--- config.mk ---
export PLATFORM = sky130hd
export DESIGN_NAME = note_highway
export DESIGN_NICKNAME = d
export VERILOG_FILES = /design/src/rtl/note_highway_pkg.sv /design/src/rtl/note_highway_hit_judge.sv /design/src/rtl/note_highway.sv
export SDC_FILE = /design/constraint.sdc
export NUM_CORES = 1
export LEC_CHECK = 0
export ABC_AREA = 1
export BUFFER_PORTS_ARGS = -buffer_cell sky130_fd_sc_hd__buf_4
export CAP_MARGIN = 20
export CORE_ASPECT_RATIO = 1.5
export CORE_MARGIN = 5
export CORE_UTILIZATION = 51
export CTS_CLUSTER_SIZE = 30
export DETAILED_ROUTE_END_ITERATION = 8
export PLACE_DENSITY = 0.73
export SYNTH_ARGS = -nofsm -noshare
export SYNTH_HDL_FRONTEND = slang
export SYNTH_SLANG_ARGS = --single-unit
export TNS_END_PERCENT = 5
--- constraint.sdc ---
create_clock -name clk -period 2.75 [get_ports clk]
set_clock_uncertainty 0.2 [all_clocks]
set_input_delay 0.1375 -clock clk [delete_from_list [all_inputs] [get_ports clk]]
set_output_delay 0.1375 -clock clk [all_outputs]
set_load 0.03 [all_outputs]
--- src/rtl/note_highway_pkg.sv ---
// Shared definitions for the note highway: scroller FSM states and a lane popcount helper.
package note_highway_pkg;

    typedef enum logic [2:0] {
        ST_IDLE,
        ST_PRIME,
        ST_PLAY,
        ST_DRAIN,
        ST_DONE
    } state_t;

    localparam int POP_W = 6;

    // Counts set bits of a lane vector; callers zero-extend lanes into the 32-bit argument.
    function automatic logic [POP_W-1:0] popcount(input logic [31:0] v);
        logic [POP_W-1:0] n;
        n = '0;
        for (int i = 0; i < 32; i++) begin
            n = n + {{(POP_W-1){1'b0}}, v[i]};
        end
        return n;
    endfunction

endpackage

--- src/rtl/note_highway_hit_judge.sv ---
// Strike-row judge: latches key rising edges between judgements, scores hits/misses into
// saturating totals and raises one-cycle hit/miss pulses.
module hit_judge
    import note_highway_pkg::*;
#(
    parameter int LANES = 4,
    parameter int CNT_W = 8
) (
    input  logic             clk,
    input  logic             rst_n,
    input  logic             clear,
    input  logic             restart,
    input  logic             judge,
    input  logic [LANES-1:0] keys,
    input  logic [LANES-1:0] row0,
    output logic             hit_pulse,
    output logic             miss_pulse,
    output logic [CNT_W-1:0] hit_total,
    output logic [CNT_W-1:0] miss_total
);

    logic [LANES-1:0] keys_prev_reg;
    logic [LANES-1:0] press_reg;
    logic [LANES-1:0] window;
    logic [LANES-1:0] hits;
    logic [LANES-1:0] misses;
    logic [POP_W-1:0] hit_cnt;
    logic [POP_W-1:0] miss_cnt;

    // A rising edge in the judging cycle still belongs to the window being judged.
    assign window   = press_reg | (keys & ~keys_prev_reg);
    assign hits     = row0 & window;
    assign misses   = row0 ^ window;
    assign hit_cnt  = popcount(32'(hits));
    assign miss_cnt = popcount(32'(misses));

    function automatic logic [CNT_W-1:0] sat_add(input logic [CNT_W-1:0] a,
                                                 input logic [POP_W-1:0] b);
        logic [CNT_W+POP_W-1:0] s;
        s = {{POP_W{1'b0}}, a} + {{CNT_W{1'b0}}, b};
        return (s > {{POP_W{1'b0}}, {CNT_W{1'b1}}}) ? {CNT_W{1'b1}} : s[CNT_W-1:0];
    endfunction

    always_ff @(posedge clk or negedge rst_n) begin
        if (!rst_n) begin
            keys_prev_reg <= '0;
            press_reg     <= '0;
            hit_pulse     <= 1'b0;
            miss_pulse    <= 1'b0;
            hit_total     <= '0;
            miss_total    <= '0;
        end else if (clear) begin
            keys_prev_reg <= '0;
            press_reg     <= '0;
            hit_pulse     <= 1'b0;
            miss_pulse    <= 1'b0;
            hit_total     <= '0;
            miss_total    <= '0;
        end else begin
            keys_prev_reg <= keys;
            hit_pulse     <= 1'b0;
            miss_pulse    <= 1'b0;
            if (restart) begin
                press_reg  <= '0;
                hit_total  <= '0;
                miss_total <= '0;
            end else if (judge) begin
                press_reg  <= '0;
                hit_pulse  <= |hits;
                miss_pulse <= |misses;
                hit_total  <= sat_add(hit_total, hit_cnt);
                miss_total <= sat_add(miss_total, miss_cnt);
            end else begin
                press_reg <= window;
            end
        end
    end

endmodule

--- src/rtl/note_highway.sv ---
// Multi-lane note scroller: fetches pattern rows from a latency-MEM_LAT RAM, injects one row
// every SPACING steps into a LANES x DEPTH grid and judges the strike row against key presses.
module note_highway
    import note_highway_pkg::*;
#(
    parameter int LANES   = 4,
    parameter int DEPTH   = 8,
    parameter int ADDR_W  = 7,
    parameter int SPACING = 4,
    parameter int MEM_LAT = 1,
    parameter int CNT_W   = 8
) (
    input  logic                   clk,
    input  logic                   rst_n,
    input  logic                   clear,
    input  logic                   run,
    input  logic                   step,
    input  logic                   loop,
    input  logic [ADDR_W-1:0]      pattern_len,
    output logic [ADDR_W-1:0]      mem_addr,
    input  logic [LANES-1:0]       mem_q,
    input  logic [LANES-1:0]       hit_keys,
    output logic [LANES*DEPTH-1:0] lane_grid,
    output logic                   hit_pulse,
    output logic                   miss_pulse,
    output logic [CNT_W-1:0]       hit_total,
    output logic [CNT_W-1:0]       miss_total,
    output logic                   done
);

    localparam int SP_W = (SPACING > 1) ? $clog2(SPACING) : 1;
    localparam int DR_W = $clog2(DEPTH + 1);

    state_t           state_reg;
    logic [SP_W-1:0]  sp_cnt_reg;
    logic [DR_W-1:0]  drain_cnt_reg;
    logic [LANES-1:0] staged_reg;
    logic [MEM_LAT:0] fetch_pipe_reg;

    logic             advance;
    logic             start;
    logic             inject;
    logic             last_row;
    logic             fetch;
    logic             row_ready;
    logic [LANES-1:0] top_row;

    assign advance   = step && run && (state_reg == ST_PLAY || state_reg == ST_DRAIN);
    assign start     = (state_reg == ST_IDLE) && run;
    assign inject    = advance && (state_reg == ST_PLAY) && (sp_cnt_reg == '0);
    assign last_row  = (mem_addr == pattern_len) && !loop;
    assign fetch     = start || (inject && !last_row);
    // Fetch token travels MEM_LAT+1 edges: one for the new address to reach the RAM, MEM_LAT for data.
    assign row_ready = fetch_pipe_reg[MEM_LAT];
    assign top_row   = inject ? staged_reg : '0;

    always_ff @(posedge clk or negedge rst_n) begin
        if (!rst_n) begin
            state_reg      <= ST_IDLE;
            sp_cnt_reg     <= '0;
            drain_cnt_reg  <= '0;
            staged_reg     <= '0;
            fetch_pipe_reg <= '0;
            mem_addr       <= '0;
            lane_grid      <= '0;
            done           <= 1'b0;
        end else if (clear) begin
            state_reg      <= ST_IDLE;
            sp_cnt_reg     <= '0;
            drain_cnt_reg  <= '0;
            staged_reg     <= '0;
            fetch_pipe_reg <= '0;
            mem_addr       <= '0;
            lane_grid      <= '0;
            done           <= 1'b0;
        end else begin
            fetch_pipe_reg <= {fetch_pipe_reg[MEM_LAT-1:0], fetch};
            if (row_ready) begin
                staged_reg <= mem_q;
            end
            if (advance) begin
                lane_grid <= {top_row, lane_grid[LANES*DEPTH-1:LANES]};
            end
            case (state_reg)
                ST_IDLE: begin
                    mem_addr <= '0;
                    if (run) begin
                        state_reg  <= ST_PRIME;
                        lane_grid  <= '0;
                        sp_cnt_reg <= '0;
                    end
                end
                ST_PRIME: begin
                    if (row_ready) begin
                        state_reg <= ST_PLAY;
                    end
                end
                ST_PLAY: begin
                    if (advance) begin
                        sp_cnt_reg <= (sp_cnt_reg == SP_W'(SPACING - 1)) ? '0 : sp_cnt_reg + 1'b1;
                        if (inject) begin
                            if (mem_addr == pattern_len) begin
                                if (loop) begin
                                    mem_addr <= '0;
                                end else begin
                                    state_reg     <= ST_DRAIN;
                                    drain_cnt_reg <= '0;
                                end
                            end else begin
                                mem_addr <= mem_addr + 1'b1;
                            end
                        end
                    end
                end
                ST_DRAIN: begin
                    if (advance) begin
                        drain_cnt_reg <= drain_cnt_reg + 1'b1;
                        if (drain_cnt_reg == DR_W'(DEPTH - 1)) begin
                            state_reg <= ST_DONE;
                            done      <= 1'b1;
                        end
                    end
                end
                ST_DONE: begin
                    if (!run) begin
                        state_reg <= ST_IDLE;
                        done      <= 1'b0;
                        mem_addr  <= '0;
                    end
                end
                default: state_reg <= ST_IDLE;
            endcase
        end
    end

    hit_judge #(
        .LANES (LANES),
        .CNT_W (CNT_W)
    ) u_judge (
        .clk        (clk),
        .rst_n      (rst_n),
        .clear      (clear),
        .restart    (start),
        .judge      (advance),
        .keys       (hit_keys),
        .row0       (lane_grid[LANES-1:0]),
        .hit_pulse  (hit_pulse),
        .miss_pulse (miss_pulse),
        .hit_total  (hit_total),
        .miss_total (miss_total)
    );

endmodule

# ---- After elaboration in Yosys (flattened, before gate mapping)
# Cells that the tools add are included.
dict set report totals {
  romBits 0
  latchBits 0
  in_bits 21
  memories 0
  out_inout_bits 58
  ff_bits 81
  ramBits 0
}
dict set report classes {
  eq_ne 17
  bitwise_logic 5
  shift 0
  order_cmp 2
  n_div 0
  n_mux 61
  n_addsub 11
  mul 0
  n_reduce_logical 26
}
# operator count
set op_table {}
lappend op_table {{$mux 32} 4}
lappend op_table {{$mux 8} 8}
lappend op_table {{$mux 4} 13}
lappend op_table {{$mux 7} 6}
lappend op_table {{$mux 3} 10}
lappend op_table {{$gt 14x8->1 const B} 2}
lappend op_table {{$add 6x1->6} 4}
lappend op_table {{$ne 3x3->1 const B} 7}
lappend op_table {{$pmux 7 s3} 1}
lappend op_table {{$add 8x6->9} 2}
lappend op_table {{$pmux 3 s5} 1}
lappend op_table {{$reduce_bool 3->1} 4}
lappend op_table {{$mux 1} 10}
lappend op_table {{$mux 2} 5}
lappend op_table {{$reduce_and 9->1} 1}
lappend op_table {{$and 4x4->4} 2}
lappend op_table {{$pmux 4 s2} 1}
lappend op_table {{$reduce_or 4->1} 2}
lappend op_table {{$add 7x1->7 const B} 1}
lappend op_table {{$eq 7x7->1} 1}
lappend op_table {{$logic_and 1x1->1} 7}
lappend op_table {{$eq 3x2->1 const B} 2}
lappend op_table {{$ne 3x2->1 const B} 2}
lappend op_table {{$reduce_and 6->1} 1}
lappend op_table {{22 further kinds} 25}

# ---- Depth between registers and ports, before layout
# Gate-level depths: netlist of run 1.
dict set report logic_depth {
  ltp_word 13
  mapped_depth 20
  depth_no_buf 20
}

# ---- Hierarchy
# Synthesis of run 1 repeated with hierarchy kept, for this count alone.
dict set report unflattened {
  cells_unflattened 570
  hier_area_um2 4569.4
}
# module seq_area_each_um2 instances area_per_inst_um2 cells_per_inst
set modules_own_cells {}
lappend modules_own_cells {note_highway 1376.3 1 2934.1 366}
lappend modules_own_cells {hit_judge 650.6 1 1635.3 204}

# ---- Least setup slack after synthesis of run 1
# No wires, ideal clock.
dict set report synth_timing {
  path_kind {reg2reg}
  start {reg lane_grid[0]}
  end {reg u_judge.miss_total[0]}
  arrival_ps 2760
  required_ps 2427
  synth_period_minus_slack_ps 3083
  setup_slack_ps -333
  path_stages_with_launch 15
  setup_ps 123
  cell_sequence {dfrtp_1 -> ha_1 -> inv_1 -> ha_1 -> inv_1 -> fa_1 -> inv_1 -> ha_1 -> fa_1 -> nand2_1 -> a21oi_1 -> nand3_1 -> inv_1 -> o21ai_0 -> nand2_1}
}
dict set report synth_via {
  elab_chain_len 10
}
# item line
set synth_lines {}
lappend synth_lines {{start, declared} note_highway.sv:23} ;# output logic [LANES*DEPTH-1:0] lane_grid,
lappend synth_lines {{start signal, assigned} note_highway.sv:82} ;# lane_grid <= {top_row, lane_grid[LANES*DEPTH-1:LANES]};
lappend synth_lines {{$xor 4x4->4 (*)} note_highway_hit_judge.sv:33} ;# assign misses = row0 ^ window;
lappend synth_lines {{$add 1x1->2 (*)} note_highway_pkg.sv:19} ;# n = n + {{(POP_W-1){1'b0}}, v[i]};
lappend synth_lines {{$add 6x1->6 (*) (2 in series)} note_highway_pkg.sv:19}
lappend synth_lines {{$add 8x6->9 (*)} note_highway_hit_judge.sv:40} ;# s = {{POP_W{1'b0}}, a} + {{CNT_W{1'b0}}, b};
lappend synth_lines {{$gt 14x8->1} note_highway_hit_judge.sv:41} ;# return (s > {{POP_W{1'b0}}, {CNT_W{1'b1}}}) ? {CNT_W{1'b1}} : s[CNT_W-1:0];
lappend synth_lines {{$mux 8 (*)} note_highway_hit_judge.sv:41}
lappend synth_lines {{$mux 8 (*)} note_highway_hit_judge.sv:67} ;# end else if (judge) begin
lappend synth_lines {{$mux 8 (*)} note_highway_hit_judge.sv:63} ;# if (restart) begin
lappend synth_lines {{$mux 8 (*)} note_highway_hit_judge.sv:52} ;# end else if (clear) begin
lappend synth_lines {{end signal, assigned} note_highway_hit_judge.sv:72} ;# miss_total <= sat_add(miss_total, miss_cnt);
lappend synth_lines {{end, declared} note_highway_hit_judge.sv:19} ;# output logic [CNT_W-1:0] miss_total
# Mark *: on every way between the ends. The rest lies on a longest branch, timed or not. The select of a mux whose other input is x is not followed.
# A chain may end at the register's enable or synchronous reset.

# ---- Worst setup path after layout of run 1
dict set report layout_timing {
  start {reg u_judge.press_reg[0]}
  end {reg u_judge.miss_total[2]}
}
dict set report layout_via {
  elab_chain_len 11
}
# item line
set layout_lines {}
lappend layout_lines {{start, declared} note_highway_hit_judge.sv:23} ;# logic [LANES-1:0] press_reg;
lappend layout_lines {{start signal, assigned} note_highway_hit_judge.sv:74} ;# press_reg <= window;
lappend layout_lines {{$or 4x4->4 (*)} note_highway_hit_judge.sv:31} ;# assign window = press_reg | (keys & ~keys_prev_reg);
lappend layout_lines {{$xor 4x4->4 (*)} note_highway_hit_judge.sv:33}
lappend layout_lines {{$add 1x1->2 (*)} note_highway_pkg.sv:19}
lappend layout_lines {{$add 6x1->6 (*) (2 in series)} note_highway_pkg.sv:19}
lappend layout_lines {{$add 8x6->9 (*)} note_highway_hit_judge.sv:40}
lappend layout_lines {{$gt 14x8->1} note_highway_hit_judge.sv:41}
lappend layout_lines {{$mux 8 (*)} note_highway_hit_judge.sv:41}
lappend layout_lines {{$mux 8 (*)} note_highway_hit_judge.sv:67}
lappend layout_lines {{$mux 8 (*)} note_highway_hit_judge.sv:63}
lappend layout_lines {{$mux 8 (*)} note_highway_hit_judge.sv:52}
# Marks and branches as above.

==> results of run 1 <==
per-layer routing:
layer | GRT usage, % | vias up | share of wire (%)
li1 | - | 1956 | -
met4 | 9.80 | 0 | 2.1
met3 | 3.18 | 21 | 4.8
met1 | 22.9 | 1875 | 38
met5 | 0 | - | 0
met2 | 41.3 | 86 | 56
per-stage QoR:
| stage | area, µm² | worst slack (ns) |
|---|---|---|
| after floorplan | 4460 | -0.199 |
| after global placement | 5200 | -0.422 |
| after detailed placement | 5200 | -0.446 |
| after CTS | 5780 | -0.352 |
| after global routing | 5870 | -0.440 |
| final | 5870 | -0.365 |
logic make-up (layout without fill, tap and decap cells):
kind of cell    Yosys count  after routing  synth area share (%)
simple gates            234            234                  23.8
compound gates           77             77                  10.1
buf+inv                 119            239                  11.6
xor+xnor                  6              6                  1.19
flops                    81             81                  45.8
fa+ha+maj                24             24                  7.46
power groups by stage:
| stage | clock network [mW] | registers (mW) | logic [mW] |
|---|---|---|---|
| 2_1_floorplan | 0 | 1.32 | 0.556 |
| 3_5_place_dp | 0 | 1.33 | 0.733 |
| 6_report | 1.08 | 1.31 | 0.819 |
| 4_1_cts | 1.09 | 1.31 | 0.802 |
| 5_1_grt | 1.13 | 1.32 | 0.913 |
| 3_3_place_gp | 0 | 1.33 | 0.711 |
repair_timing:
action / in CTS / in global routing
setup buffers: 4 / 2
hold buffers: 17 / 0
cloned: 0 / 0
endpoints found under the setup margin: 16 / 16
endpoints found under the hold margin: 54 / 0
pin swaps: 16 / 13
resized for setup: 34 / 16
tightest hold or removal path, stage by stage:
cell and delay [ns]:
sky130_fd_sc_hd__buf_4 0.08, sky130_fd_sc_hd__inv_1 0.04, sky130_fd_sc_hd__nor2_1 0.08, sky130_fd_sc_hd__nor2_1 0.06
sky130_fd_sc_hd__buf_4 0.12, sky130_fd_sc_hd__nor2_1 0.09
cells in the final DEF (no fill, tap or decap), types with 3 or more instances in the layout:
cell / instances
sky130_fd_sc_hd__clkinv_2: 3
sky130_fd_sc_hd__xor2_1: 4
sky130_fd_sc_hd__inv_1: 89
sky130_fd_sc_hd__nand2_4: 4
sky130_fd_sc_hd__nand2_2: 8
sky130_fd_sc_hd__nand3_1: 36
sky130_fd_sc_hd__clkbuf_16: 9
sky130_fd_sc_hd__nor2_4: 6
sky130_fd_sc_hd__buf_4: 98
sky130_fd_sc_hd__dfrtp_1: 79
sky130_fd_sc_hd__nor2_2: 6
sky130_fd_sc_hd__o21ai_0: 12
sky130_fd_sc_hd__nor3_1: 4
sky130_fd_sc_hd__nand4_1: 8
sky130_fd_sc_hd__nand2_1: 109
sky130_fd_sc_hd__dlygate4sd3_1: 17
sky130_fd_sc_hd__nand3_2: 4
sky130_fd_sc_hd__o22ai_1: 29
sky130_fd_sc_hd__o21ai_1: 19
sky130_fd_sc_hd__fa_2: 3
sky130_fd_sc_hd__ha_4: 9
sky130_fd_sc_hd__or2_2: 4
sky130_fd_sc_hd__a21oi_1: 7
sky130_fd_sc_hd__nor2_1: 42
sky130_fd_sc_hd__ha_1: 11
sky130_fd_sc_hd__inv_2: 16
cell type report:
class                      count  area, µm²
clock buffer                  11        233
timing repair buffer         117        937
fill                         714       2590
sequential                    81       2030
tap                          107        134
clock inverter                 5       32.5
multi-input combinational    341       2100
inverter                     106        400
path summary, 6_finish.rpt:
check / to / slack (ns)
min in group asynchronous: lane_grid[16] / 0.14
max in group asynchronous: drain_cnt_reg[2] / 1.59
max: u_judge.miss_total[2] / -0.36
min reg2reg: fetch_pipe_reg[1] / 0.29
min: u_judge.press_reg[3] / 0.10
max reg2reg: u_judge.miss_total[2] / -0.36
==> metrics.yaml, run 1 <==
fin_cells: 768
die_height_um: 124
power_switching_share_pct: 32.9
post_drt_wl_per_cell_um: 14.1
period_minus_slack_ns: 3.11
synthesis.area_um2: 4430
floorplan.die_area_um2: 10700
cp.buffers_inverters: 4
floorplan.rows: 41
antenna_found_initial: 0
placed_cells: 729
synth-main-ff-cell: "sky130_fd_sc_hd__dfrtp_1"
final_layout_size_suffix_gt1_share_pct: 28.1
cp_data_required_time_ns: 2.75
postSynthCellCount: 541
worst_path_fanout_max: 2
syn_avg_cell_area_um2: 8.18
crit_family: "adder cells"
arrival_ns: 3.11
grtUsageTotal_pct: 21.6
relative_max_transition_margin_pct: 54.7
fmax_ghz: 0.321
r2r_start: "u_judge.press_reg[0]"
worst_slack_ns: -0.365
slowest_stage: "sky130_fd_sc_hd__fa_2"
failed_checks: "setup timing"
outcome: "complete, but fails checks"
drt_wl_total_um: 10800
yosys.cell_count.top_type: "sky130_fd_sc_hd__nand2_1"
postSynthNetCount: 586
end_kind: "flip-flop"
cts_made_buffers: 9
grt_start_max_net_pins: 45
peakVddDrop_mv: 0.411
max_cap_viol_count: 0
part_of_the_yosys_area_used_for_sequential_elements_pct: 45.8
timing.reg2reg.worst_path_depth: 13
netlist_top_cells_count: "sky130_fd_sc_hd__nand2_1, sky130_fd_sc_hd__inv_1, sky130_fd_sc_hd__dfrtp_1"
cts_tree: "done"
yosys_register_bits: 81
hold_path.startpoint: "hit_keys[3]"
route.vias.total: 3938
timing.final.max_slew_violations: 0
timing_hold_violations_final: 0
critical_path.startpoint_type: "flip-flop"
dieWidth_um: 86.1
setup_tns_final_ns: -4.09
min_delay_path_depth: 6
clkTransAtPathRegs_ns: 0.06
hpwlAfterDp_um: 7600
post-synth-top-area-fraction_pct: 45.8
detailedRoute.firstIterationViolations: 192
ios: 79
largest_reg_flops: 32
clockRootBuffer: "sky130_fd_sc_hd__clkbuf_16"
post-synth-top-area-cell: "sky130_fd_sc_hd__dfrtp_1"
cellPowerDensity_nw_per_um2: 546
crit_path_start: "u_judge.press_reg[0]"
cts-htree-levels: 3
avgViaCountPerCell: 5.13
critical_path.cell_chain: "nor2_2 > inv_1 > ha_4 > inv_2 > ha_4 > inv_2 > fa_2 > inv_2 > ha_4 > fa_2 > or2_2 > a21oi_2 > o21ai_1"
initial_utilization_pct: 52.3
grt_setup_unrepaired: "yes"
tightestPinTransition_ns: 0.679
cts-root-to-sink-buffers: 2
post-route-drc-count: 0
drt_first_pass_iters: 4
grt-ovfl-total: 0
antenna_violating_nets_post_route: 0
buffer_ports.inserted: 78
top_regs: "lane_grid (32), u_judge.hit_total (8), u_judge.miss_total (8)"
power_report.internal_total_mw: 2.15
globalplace.congestion: 0.837
critPathKind: "flip-flop to flip-flop"
clkLatencyLatePin_ns: 0.34
via_count_of_the_first_global_routing_pass: 4013
power.total_mw: 3.20
num-nets-final: 701
number_of_synthesized_flops_with_an_enable_pin: 0
hold_path_class: "primary input to flip-flop"
grt_first_pass_wirelength_um: 18100
worst-path-stages: 13
whs_ns: 0.102
total_switching_power_mw: 1.05
syn2layout_area_growth_pct: 32.6
synth_cell_types: 33
finalCritPeriodShare_pct: 113
placeableCoreArea_um2: 8460
power.clock.fraction_pct: 33.6
max_stage_delay_ns: 0.53
core_occupancy_in_the_finished_layout_pct: 69.3
largest-register: "lane_grid"
sequentialPowerShare_pct: 40.9
total_leakage_power_nw: 3.00
synth-warning-count: 0
post_synth_main_area_contributors: "sky130_fd_sc_hd__dfrtp_1, sky130_fd_sc_hd__nand2_1, sky130_fd_sc_hd__inv_1"
antennaDiodeCount: 0
ys_async_sr_fraction_pct: 100
combPwrFrac_pct: 25.5
setup_viol_count_final: 16
cts.sink_count: 81
No activity file was read; power rests on OpenSTA's default activity.
==> run 2: changes to the inputs <==
--- a/config.mk
+++ b/config.mk
@@ -14,6 +14,7 @@
 export CTS_CLUSTER_SIZE = 30
 export DETAILED_ROUTE_END_ITERATION = 8
 export PLACE_DENSITY = 0.73
+export REMOVE_ABC_BUFFERS = 1
 export SYNTH_ARGS = -nofsm -noshare
 export SYNTH_HDL_FRONTEND = slang
 export SYNTH_SLANG_ARGS = --single-unit
==> run 2 against run 1 <==
Compared with the run above:
- non-clock buffer count up 3
- register-to-register slack got worse by 0.06 ns
- highest routed layer unchanged
- clock power up 9%
- the run ends with hold timing, setup timing left
- worst setup slack worse by 0.059 ns
- utilization increased by 0.34 points
- final cell count rose by 0.26%
- clock-buffer cell count fell by 1
- sequential power is essentially flat
- power rose by 3.5%
==> metrics.yaml, run 2 (synthesis results as in run 1) <==
max_stage_delay_ns: 0.52
num-nets-final: 704
cts-root-to-sink-buffers: 2
clkLatencyLatePin_ns: 0.33
critical_path.cell_chain: "nor2_2 > inv_2 > ha_4 > inv_4 > ha_4 > inv_2 > fa_2 > inv_2 > ha_4 > fa_2 > nand2_4 > a21oi_4 > nand3_2 > inv_2 > a21oi_2 > o21ai_1"
hpwlAfterDp_um: 7510
via_count_of_the_first_global_routing_pass: 4139
cp_capture_point: "u_judge.miss_total[2]"
end_kind: "flip-flop"
grt_setup_unrepaired: "yes"
globalRoute.busiestLayer: "met2"
layout.cells.most_common: "sky130_fd_sc_hd__nand2_1"
drt_wl_total_um: 11000
floorplan.rows: 41
clockRootBuffer: "sky130_fd_sc_hd__clkbuf_16"
critPathKind: "flip-flop to flip-flop"
post_drt_wl_per_cell_um: 14.2
largest-register: "lane_grid"
avgViaCountPerCell: 5.19
floorplan.die_area_um2: 10700
whs_ns: -0.00489
cts_tree: "done"
ios: 79
cts-htree-levels: 3
grt_first_pass_wirelength_um: 18600
period_minus_slack_ns: 3.17
cp_data_required_time_ns: 2.74
critical_path.startpoint_type: "flip-flop"
die_height_um: 124
gr-usage-met1_pct: 23.9
stdcell_area_um2: 5900
worst_path_fanout_max: 3
total_leakage_power_nw: 3.02
placeableCoreArea_um2: 8460
failed_checks: "hold timing, setup timing"
tightestPinTransition_ns: 0.650
dieWidth_um: 86.1
antennaDiodeCount: 0
core_occupancy_in_the_finished_layout_pct: 69.7
max_cap_viol_count: 0
globalplace.congestion: 0.797
r2r_start: "u_judge.press_reg[0]"
grt_start_max_net_pins: 82
cts.sink_count: 81
peakVddDrop_mv: 0.453
cts_made_buffers: 9
antenna_found_initial: 0
relative_max_transition_margin_pct: 56.6
detailedRoute.firstIterationViolations: 225
timing_hold_violations_final: 5
fmax_ghz: 0.315
global_route_met2_usage_pct: 41.1
grt-ovfl-total: 0
layout_common_cells: "sky130_fd_sc_hd__nand2_1, sky130_fd_sc_hd__buf_4, sky130_fd_sc_hd__inv_1"
initial_utilization_pct: 52.3
antenna_violating_nets_post_route: 0
final_layout_size_suffix_gt1_share_pct: 28.1
drt_first_pass_iters: 5
rr_endpoint: "u_judge.miss_total[2]"
crit_path_frequent_cell: "sky130_fd_sc_hd__inv_2"
reg2reg_slack_ns: -0.42
buffer_ports.inserted: 78
timing.reg2reg.worst_path_depth: 16
top_regs: "lane_grid (32), u_judge.hit_total (8), u_judge.miss_total (8)"
arrival_ns: 3.16
outcome: "complete, but fails checks"
grtUsageTotal_pct: 22.1
largest_reg_flops: 32
clkTransAtPathRegs_ns: 0.06
syn2layout_area_growth_pct: 33.3
finalCritPeriodShare_pct: 115
cellPowerDensity_nw_per_um2: 563
route.vias.total: 3995
setup_viol_count_final: 16
setup_tns_final_ns: -4.96
hold_path_class: "primary input to async pin"
timing.final.max_slew_violations: 0
worst_slack_ns: -0.423
placed_cell_area_um2: 5170
crit_path_start: "u_judge.press_reg[0]"
slowest_stage: "sky130_fd_sc_hd__fa_2"
post-route-drc-count: 0
met3_grt_util_pct: 4.37
[run 2: cell types whose count changed in the layout (fill, tap and decap cells not counted), moves of 3 or more]
cell | previous run | this run
sky130_fd_sc_hd__buf_4 | 98 | 102
sky130_fd_sc_hd__inv_2 | 16 | 13
sky130_fd_sc_hd__o21ai_1 | 19 | 15
sky130_fd_sc_hd__o21ai_2 | 0 | 3
[run 2: worst min path at each step]
stage	startpoint	end	slack, ns	depth (start not counted)
final	rst_n	lane_grid[23]	-0.005	2
after CTS	hit_keys[3]	u_judge.press_reg[3]	0.11	6
after global routing	rst_n	lane_grid[19]	0.009	2
after global placement	rst_n	lane_grid[19]	0.17	1
after floorplan	rst_n	done	-0.36	0
after detailed placement	rst_n	lane_grid[19]	0.18	1
[run 2: per-stage QoR]
stage | hold slack, ns | total power [mW] | instances | setup WS (ns)
final | -0.00489 | 3.32 | 770 | -0.423
after global routing | 0.00868 | 3.50 | 770 | -0.542
after CTS | 0.108 | 3.32 | 769 | -0.336
after detailed placement | 0.175 | 2.04 | 731 | -0.574
after global placement | 0.166 | 2.02 | 731 | -0.421
after floorplan | -0.358 | 1.81 | 528 | -0.333
[run 2: repair_timing]
item,CTS,global route
setup buffers,6,0
pin swaps,18,2
hold endpoints to repair,92,0
setup endpoints to repair,16,16
hold buffers,17,0
gates cloned,0,0
gates resized for setup,45,9
[run 2: final cells by class]
cell class	count	area (µm²)
Fill cell	672	2570
Multi-Input combinational cell	341	2080
Sequential cell	81	2030
Timing Repair Buffer	120	963
Inverter	106	403
Clock buffer	10	239
Tap cell	107	134
Clock inverter	5	56.3
[run 2: report_power, final]
part / switching (mW) / total (mW) / internal (mW)
sequential: 0.0639 / 1.31 / 1.24
clock: 0.462 / 1.18 / 0.720
combinational: 0.520 / 0.827 / 0.307
total: 1.05 / 3.32 / 2.27
[run 2: critical path, delay by kind of cell (launching register included)]
family | cells | cell delay, ns
fa+ha+maj | 5 | 1.57
flops | 1 | 0.38
simple gates | 3 | 0.34
compound gates | 3 | 0.27
buf+inv | 5 | 0.24
[run 2: layer usage]
metal	vias to the layer above	routed length (µm)
met5	-	0
met4	0	306
met3	30	530
met2	106	5960
met1	1915	4180
li1	1944	-
==> run 3: changes to the inputs <==
--- a/config.mk
+++ b/config.mk
@@ -13,6 +13,7 @@
 export CORE_UTILIZATION = 51
 export CTS_CLUSTER_SIZE = 30
 export DETAILED_ROUTE_END_ITERATION = 8
+export MAX_ROUTING_LAYER = met4
 export PLACE_DENSITY = 0.73
 export REMOVE_ABC_BUFFERS = 1
 export SYNTH_ARGS = -nofsm -noshare
==> run 3 against run 2 <==
Compared with the run above:
- the flow finishes with violations (setup timing)
- die area unchanged
- clock power about the same
- utilization increased by 0.12 points
- non-clock buffer count increased by 1
- clock-buffer cell count unchanged
==> metrics.yaml, run 3 (synthesis results as in run 1) <==
outcome: "complete, but fails checks"
failed_checks: "setup timing"
max_cap_viol_count: 0
buffer_ports.inserted: 78
arrival_ns: 3.15
fmax_ghz: 0.316
peakVddDrop_mv: 0.450
power_switching_share_pct: 31.5
grt_first_pass_wirelength_um: 18600
hpwlAfterDp_um: 7510
cts_made_buffers: 9
critPathKind: "flip-flop to flip-flop"
cts_tree: "done"
worst_slack_ns: -0.418
period_minus_slack_ns: 3.17
tightestPinTransition_ns: 0.660
die_height_um: 124
antenna_found_initial: 0
worst_path_fanout_max: 3
cts-htree-levels: 3
post-route-drc-count: 0
cts.sink_count: 81
clkLatencyLatePin_ns: 0.33
clockRootBuffer: "sky130_fd_sc_hd__clkbuf_16"
drt_wl_total_um: 11000
area_taken_by_multi_input_logic_gates_um2: 2080
total_leakage_power_nw: 3.02
register_area_um2: 2030
finalCritPeriodShare_pct: 115
timing_hold_violations_final: 0
route.vias.total: 3984
via_count_of_the_first_global_routing_pass: 4136
globalplace.congestion: 0.809
setup_viol_count_final: 16
top_regs: "lane_grid (32), u_judge.hit_total (8), u_judge.miss_total (8)"
timing.final.max_slew_violations: 0
relative_max_transition_margin_pct: 55.9
initial_utilization_pct: 52.3
floorplan.rows: 41
floorplan.die_area_um2: 10700
antenna_violating_nets_post_route: 0
grtUsageTotal_pct: 22.7
total_switching_power_mw: 1.04
placed_cell_area_um2: 5170
antennaDiodeCount: 0
hold_path_class: "primary input to flip-flop"
sequentialPowerShare_pct: 39.5
num-fill-cells: 677
largest-register: "lane_grid"
largest_reg_flops: 32
critical_path.startpoint_type: "flip-flop"
power.clock.fraction_pct: 35.6
combPwrFrac_pct: 24.9
dieWidth_um: 86.1
grt_start_max_net_pins: 82
post_drt_wl_per_cell_um: 14.2
avgViaCountPerCell: 5.17
grt_setup_unrepaired: "yes"
syn2layout_area_growth_pct: 33.5
layout_common_cells: "sky130_fd_sc_hd__nand2_1, sky130_fd_sc_hd__buf_4, sky130_fd_sc_hd__inv_1"
num-nets-final: 705
clkTransAtPathRegs_ns: 0.06
power.total_mw: 3.32
detailedRoute.firstIterationViolations: 193
grt-ovfl-total: 0
end_kind: "flip-flop"
power_report.internal_total_mw: 2.27
drt_first_pass_iters: 4
placeableCoreArea_um2: 8460
stdcell_area_um2: 5910
final_layout_size_suffix_gt1_share_pct: 28.0
cellPowerDensity_nw_per_um2: 561
cp_data_required_time_ns: 2.73
cts-root-to-sink-buffers: 2
ios: 79
layout.cells.most_common: "sky130_fd_sc_hd__nand2_1"
## run 3: what timing repair did
action	4_1_cts	5_1_grt
hold endpoints to repair	92	7
pin swaps	18	2
setup buffers	6	0
endpoints found under the setup margin	16	16
resized for setup	45	9
hold buffers	17	1
## run 3: metrics by stage
step                setup WS (ns)  cells  utilization, %  hold slack, ns  setup TNS, ns
CTS                        -0.336    769            69.0           0.108          -4.18
finish                     -0.418    771            69.8           0.128          -4.90
floorplan                  -0.333    528               -          -0.358          -4.08
detailed placement         -0.574    731            61.0           0.175          -7.74
global placement           -0.421    731            61.0           0.166          -5.64
global route               -0.542    771            69.8           0.154          -7.25
## run 3: final timing paths
path	from	endpoint	slack, ns	cells after the start
min in group asynchronous	rst_n	lane_grid[15]	0.54	3
worst max-delay path	u_judge.press_reg[0]	u_judge.miss_total[2]	-0.42	16
worst min register to register	fetch_pipe_reg[0]	fetch_pipe_reg[1]	0.26	2
worst max register to register	u_judge.press_reg[0]	u_judge.miss_total[2]	-0.42	16
worst min-delay path	hit_keys[3]	u_judge.press_reg[3]	0.13	6
max in group asynchronous	rst_n	u_judge.miss_total[1]	1.21	4
## run 3: area by class of cell
class / count / area share, %
multi-input cells: 341 / 35.1
flip-flops and latches: 81 / 34.3
repair buffers: 121 / 16.5
inverters: 106 / 6.82
clock buffers: 10 / 4.04
well taps: 107 / 2.27
clock inverters: 5 / 0.953
## run 3: metal layers
metal / track usage (%) / part of all wire, % / vias up
met1: 23.7 / 38 / 1896
met4: 10.0 / 2.6 / 0
met2: 41.2 / 55 / 113
met3: 4.37 / 4.5 / 26
met5: - / 0 / -
li1: - / - / 1949
## run 3: power by group through the flow
stage | clock [mW] | combinational [mW] | sequential [mW]
floorplan | 0 | 0.475 | 1.33
global placement | 0 | 0.696 | 1.33
detailed placement | 0 | 0.716 | 1.33
CTS | 1.21 | 0.809 | 1.31
global route | 1.26 | 0.922 | 1.32
finish | 1.18 | 0.827 | 1.31
## run 3: worst max-delay path: stages, from the launching register on
cell                      delay, ns
sky130_fd_sc_hd__dfrtp_1       0.38
sky130_fd_sc_hd__nor2_2        0.15
sky130_fd_sc_hd__inv_2         0.06
sky130_fd_sc_hd__ha_4          0.28
sky130_fd_sc_hd__inv_4         0.04
sky130_fd_sc_hd__ha_4          0.25
sky130_fd_sc_hd__inv_2         0.03
sky130_fd_sc_hd__fa_2          0.52
sky130_fd_sc_hd__inv_2         0.04
sky130_fd_sc_hd__ha_4          0.15
sky130_fd_sc_hd__fa_2          0.37
sky130_fd_sc_hd__nand2_4       0.09
sky130_fd_sc_hd__a21oi_4       0.07
sky130_fd_sc_hd__nand3_2       0.11
sky130_fd_sc_hd__inv_2         0.07
sky130_fd_sc_hd__a21oi_2       0.13
sky130_fd_sc_hd__o21ai_1       0.08
